[src/rtl/sd_data_master.sv]
// SD data-path master: sequences one block transfer between FIFOs and
// serial host, aborting on FIFO errors and latching sticky status bits.
// Ports: sd_clk/rst, start_tx_i/start_rx_i requests, d_write_o/d_read_o
// host strobes, FIFO enables and flags, xfr_complete_i/crc_ok_i from the
// host, int_status_o sticky status with int_status_rst_i clear.
module sd_data_master #(
  parameter int INT_DATA_SIZE = 3
) (
  input  logic                     sd_clk,
  input  logic                     rst,
  input  logic                     start_tx_i,
  input  logic                     start_rx_i,
  output logic                     d_write_o,
  output logic                     d_read_o,
  output logic                     start_tx_fifo_o,
  output logic                     start_rx_fifo_o,
  input  logic                     tx_fifo_empty_i,
  input  logic                     tx_fifo_full_i,
  input  logic                     rx_fifo_full_i,
  input  logic                     xfr_complete_i,
  input  logic                     crc_ok_i,
  output logic [INT_DATA_SIZE-1:0] int_status_o,
  input  logic                     int_status_rst_i
);

  typedef enum logic [2:0] {
    IDLE,
    TX_FILL,
    XFER_START,
    XFER_WAIT_BUSY,
    XFER_BUSY,
    ABORT
  } state_t;

  state_t state, state_n;
  logic   dir_tx, dir_tx_n;
  logic   wr_n, rd_n, txf_n, rxf_n;
  logic   fifo_err;
  logic [INT_DATA_SIZE-1:0] set_v;
  logic [INT_DATA_SIZE-1:0] status_n;

  // Only the FIFO feeding the active direction can fault.
  assign fifo_err = dir_tx ? tx_fifo_empty_i : rx_fifo_full_i;

  always_comb begin
    state_n  = state;
    dir_tx_n = dir_tx;
    wr_n     = 1'b0;
    rd_n     = 1'b0;
    txf_n    = start_tx_fifo_o;
    rxf_n    = start_rx_fifo_o;
    set_v    = '0;
    unique case (state)
      IDLE: begin
        txf_n = 1'b0;
        rxf_n = 1'b0;
        if (start_tx_i) begin
          state_n  = TX_FILL;
          dir_tx_n = 1'b1;
          txf_n    = 1'b1;
        end else if (start_rx_i && xfr_complete_i) begin
          state_n  = XFER_START;
          dir_tx_n = 1'b0;
          rxf_n    = 1'b1;
          rd_n     = 1'b1;
        end
      end
      TX_FILL: begin
        txf_n = 1'b1;
        if (tx_fifo_full_i && xfr_complete_i) begin
          state_n = XFER_START;
          wr_n    = 1'b1;
        end
      end
      XFER_START, XFER_WAIT_BUSY, XFER_BUSY: begin
        // A FIFO fault beats a completion seen in the same cycle.
        if (fifo_err) begin
          state_n  = ABORT;
          wr_n     = 1'b1;
          rd_n     = 1'b1;
          txf_n    = 1'b0;
          rxf_n    = 1'b0;
          set_v[2] = 1'b1;
        end else if (state == XFER_START) begin
          state_n = XFER_WAIT_BUSY;
        end else if (state == XFER_WAIT_BUSY) begin
          if (!xfr_complete_i) state_n = XFER_BUSY;
        end else if (xfr_complete_i) begin
          state_n = IDLE;
          txf_n   = 1'b0;
          rxf_n   = 1'b0;
          if (crc_ok_i) set_v[0] = 1'b1;
          else          set_v[1] = 1'b1;
        end
      end
      ABORT: begin
        txf_n = 1'b0;
        rxf_n = 1'b0;
        if (xfr_complete_i) begin
          state_n = IDLE;
        end else begin
          wr_n = 1'b1;
          rd_n = 1'b1;
        end
      end
      default: begin
        state_n = IDLE;
        txf_n   = 1'b0;
        rxf_n   = 1'b0;
      end
    endcase
    // Set events override a clear in the same cycle.
    status_n = (int_status_rst_i ? '0 : int_status_o) | set_v;
  end

  always_ff @(posedge sd_clk or negedge rst) begin
    if (!rst) begin
      state           <= IDLE;
      dir_tx          <= 1'b0;
      d_write_o       <= 1'b0;
      d_read_o        <= 1'b0;
      start_tx_fifo_o <= 1'b0;
      start_rx_fifo_o <= 1'b0;
      int_status_o    <= '0;
    end else begin
      state           <= state_n;
      dir_tx          <= dir_tx_n;
      d_write_o       <= wr_n;
      d_read_o        <= rd_n;
      start_tx_fifo_o <= txf_n;
      start_rx_fifo_o <= rxf_n;
      int_status_o    <= status_n;
    end
  end

endmodule

[config.mk]
export PLATFORM = sky130hd
export DESIGN_NAME = sd_data_master
export DESIGN_NICKNAME = d
export VERILOG_FILES = /design/src/rtl/sd_data_master.sv
export SDC_FILE = /design/constraint.sdc
export NUM_CORES = 1
export LEC_CHECK = 0
export BUFFER_PORTS_ARGS = -buffer_cell sky130_fd_sc_hd__buf_2
export CORE_MARGIN = 8
export CORE_UTILIZATION = 35
export CTS_CLUSTER_DIAMETER = 120
export DETAILED_ROUTE_END_ITERATION = 12
export SLEW_MARGIN = 20
export SYNTH_ARGS = -nofsm -noshare
export SYNTH_HDL_FRONTEND = slang
export SYNTH_SLANG_ARGS = --single-unit
[constraint.sdc]
create_clock -name sd_clk -period 1.4 [get_ports sd_clk]
set_input_delay 0.21 -clock sd_clk [delete_from_list [all_inputs] [get_ports sd_clk]]
set_output_delay 0.21 -clock sd_clk [all_outputs]
set_load 0.1 [all_outputs]
==> results.cfg <==
[outcome]
status = finished, final reports clean

[place]
pre_cts_slack_ps = 73.6
numPortBuffers = 16
place_hpwl_mm = 1.23
gp_congestion = 0.785

[sta]
fin_worst_skew_ps = 3.54
final.min_clock_period_ps = 1320
slew_headroom_pct = 67.5
worstMarginPinSlew_ps = 491
setup_viol = 0
max_clock_freq_ghz = 0.756
tns_ps = 0
final_hold_viol_count = 0
fin_ws_ps = 77.3
rsz0062_at_grt = false
slew_viol_final = 0
fin_crit_sh_pct = 94.5

[drt]
firstDrtPassIters = 4
post-route-drc-count = 0
drtAntennaViolNets = 0
vias = 612
wl_per_cell_um = 13.3
wirelength_mm = 1.59
via_per_inst = 5.14
drtIter0Drc = 4

[power]
power.density_mw_per_mm2 = 2330
ir_worst_vdd_uv = 1140
p_leak_nw = 0.370

[logic_synthesis]
synth-seq-cells = 11
syn-num-nets = 80
syn_area_um2 = 651
synthCells = 70
ys_warn_count = 0
synth_top_area_cell = dfrtp_1
seq_area_frac_synth_pct = 42.3
syn_area_per_cell_um2 = 9.29
post_synth_num_cell_types = 30
synth_top_area_share_pct = 42.3
synth.top_cells.by_area = dfrtp_1, o21ai_0, buf_2

[floorplan]
core_mm2 = 0.00175
die_w_um = 59.1
initial_core_util_pct = 37.3
die_h_um = 59.1
ios = 17
rows = 15
dieArea_mm2 = 0.00349

[setup_path]
crit_path_end_kind = flip-flop
crit_start = dir_tx$_DFFE_PN0P_
crit_type = reg -> reg
path_max_fanout = 5
reg2reg_to = state[1]$_DFFE_PN0P_
reg2reg_depth = 4
reg2reg_from = dir_tx$_DFFE_PN0P_
critical_path_required_ps = 1590
crit_arrival_ps = 1510
start_kind = flip-flop
ff2ff_setup_slack_ps = 80

[cells_and_area]
fillers = 178
multiInputGateArea_um2 = 333
syn_to_final_growth_pct = 28.8
regArea_um2 = 275
fin_util_pct = 48.0
insertedDiodeCount = 0
layout-drive-gt1-share_pct = 35.1
nets = 105

[min_path]
worstHoldStart = crc_ok_i
holdPathStages = 2
min_path_type = in -> reg
min_to = int_status_o[1]$_DFF_PN0_

[cts]
cts_tree = yes
clock_path_buffers = 2
clock_sinks = 11
insertion_delay_ps = 270
numCtsBuffers = 3
htreeDepth = 1
clock-root-buffer = clkbuf_4
clkTransAtPathRegs_ps = 80

[grt]
antenna_found_initial = 0
grt_pass1_wl_mm = 2.51
gr-total-overflow = 0
grt_pass1_vias = 585
grt_max_degree = 15
track_usage_pct = 9.57

[job]
maxCapViolations = 0
==> cells by family (layout without fill, tap and decap cells) <==
| group | count (synthesis) | in the layout | share of synthesized area, % |
|---|---|---|---|
| AOI/OAI and AO/OA | 25 | 25 | 26.0 |
| muxes | 4 | 4 | 8.46 |
| buffers and inverters | 10 | 34 | 6.73 |
| DFF | 11 | 11 | 42.3 |
| and+or+nand+nor | 20 | 20 | 16.5 |
==> through the flow <==
step           instances  total power, mW  instance area (um^2)  hold WS, ps
2_1_floorplan         70             1.43                   651        -85.6
4_1_cts              118             1.95                   830          124
3_5_place_dp         113             1.72                   793          105
6_report             119             1.95                   838          132
5_1_grt              119             2.06                   838          114
3_3_place_gp         113             1.71                   793          101
==> cells in the mapped netlist <==
| cell | instances |
|---|---|
| o22a_1 | 1 |
| nand3_1 | 2 |
| o31ai_2 | 1 |
| nor3b_1 | 2 |
| a22o_1 | 1 |
| a31oi_1 | 1 |
| buf_2 | 5 |
| o22ai_1 | 3 |
| mux2_2 | 2 |
| a221oi_1 | 1 |
| o311ai_0 | 1 |
| nor2b_1 | 3 |
| inv_1 | 4 |
| nand2_2 | 1 |
| o21ai_0 | 7 |
| nor4b_1 | 1 |
| a2111oi_0 | 1 |
| nand2_1 | 4 |
| mux2i_1 | 1 |
| o21a_1 | 1 |
| nor2_1 | 3 |
| dfrtp_1 | 11 |
| mux2i_4 | 1 |
| nor3_1 | 2 |
| o211ai_1 | 1 |
| o21bai_1 | 1 |
| clkbuf_1 | 1 |
| o31ai_1 | 2 |
| a21oi_1 | 3 |
| nand4_1 | 2 |
==> critical path: stages (launching register included) <==
cell     delay [ps]
dfrtp_1         440
mux2i_4         330
nand2_2          90
o22a_1          210
o31ai_2         170
==> routing by layer <==
| metal | track usage [%] | routed length, um | vias to the layer above |
|---|---|---|---|
| met1 | 9.70 | 690 | 280 |
| met2 | 15.7 | 771 | 20 |
| met4 | 6.48 | 21 | 0 |
| met5 | 0 | 0 | - |
| li1 | - | - | 308 |
| met3 | 3.90 | 104 | 4 |
==> area by class of cell <==
type	instances	share of cell area, %
Inverter	4	1.79
Multi-Input combinational cell	49	39.7
Clock buffer	4	3.13
Tap cell	25	3.73
Timing Repair Buffer	26	18.8
Sequential cell	11	32.8
==> repair_timing <==
action                     in CTS  in global routing
resized for setup               0                  2
hold endpoints to repair       11                  0
hold buffers                    1                  0
buffers inserted                0                  1
setup endpoints to repair       0                  2
==> worst max path at each step <==
stage	to	slack (ps)
after CTS	state[1]$_DFFE_PN0P_	60
after global placement	start_rx_fifo_o$_DFFE_PN0P_	90
final	state[1]$_DFFE_PN0P_	80
after detailed placement	state[1]$_DFFE_PN0P_	70
after floorplan	start_rx_fifo_o$_DFFE_PN0P_	120
after global routing	start_rx_fifo_o$_DFFE_PN0P_	2
==> cells in the final DEF, fill, tap and decap left out, drive strengths merged <==
cell type    Yosys  routed
buf              5      25
dfrtp           11      11
o21ai            7       7
nand2            5       5
inv              4       4
clkbuf           1       4
nor2             3       3
o22ai            3       3
a21oi            3       3
nor2b            3       3
o31ai            3       3
nand4            2       2
nor3b            2       2
mux2             2       2
nand3            2       2
nor3             2       2
mux2i            2       2
o311ai           1       1
o21bai           1       1
a31oi            1       1
a221oi           1       1
a22o             1       1
nor4b            1       1
o211ai           1       1
a2111oi          1       1
o22a             1       1
o21a             1       1
dlygate4sd3      0       1
==> sequential cells by signal, indices dropped and copies added (netlist names) <==
register,flops
int_status_o,3
state,3
start_tx_fifo_o,1
dir_tx,1
d_write_o,1
start_rx_fifo_o,1
d_read_o,1
==> where the power goes <==
| part | total, mW | internal (mW) | switching, mW |
|---|---|---|---|
| Sequential | 0.543 | 0.428 | 0.115 |
| Combinational | 1.19 | 0.400 | 0.785 |
| Clock | 0.224 | 0.110 | 0.114 |
| Total | 1.95 | 0.939 | 1.01 |
Note: power is estimated with default switching activity, not from simulation.
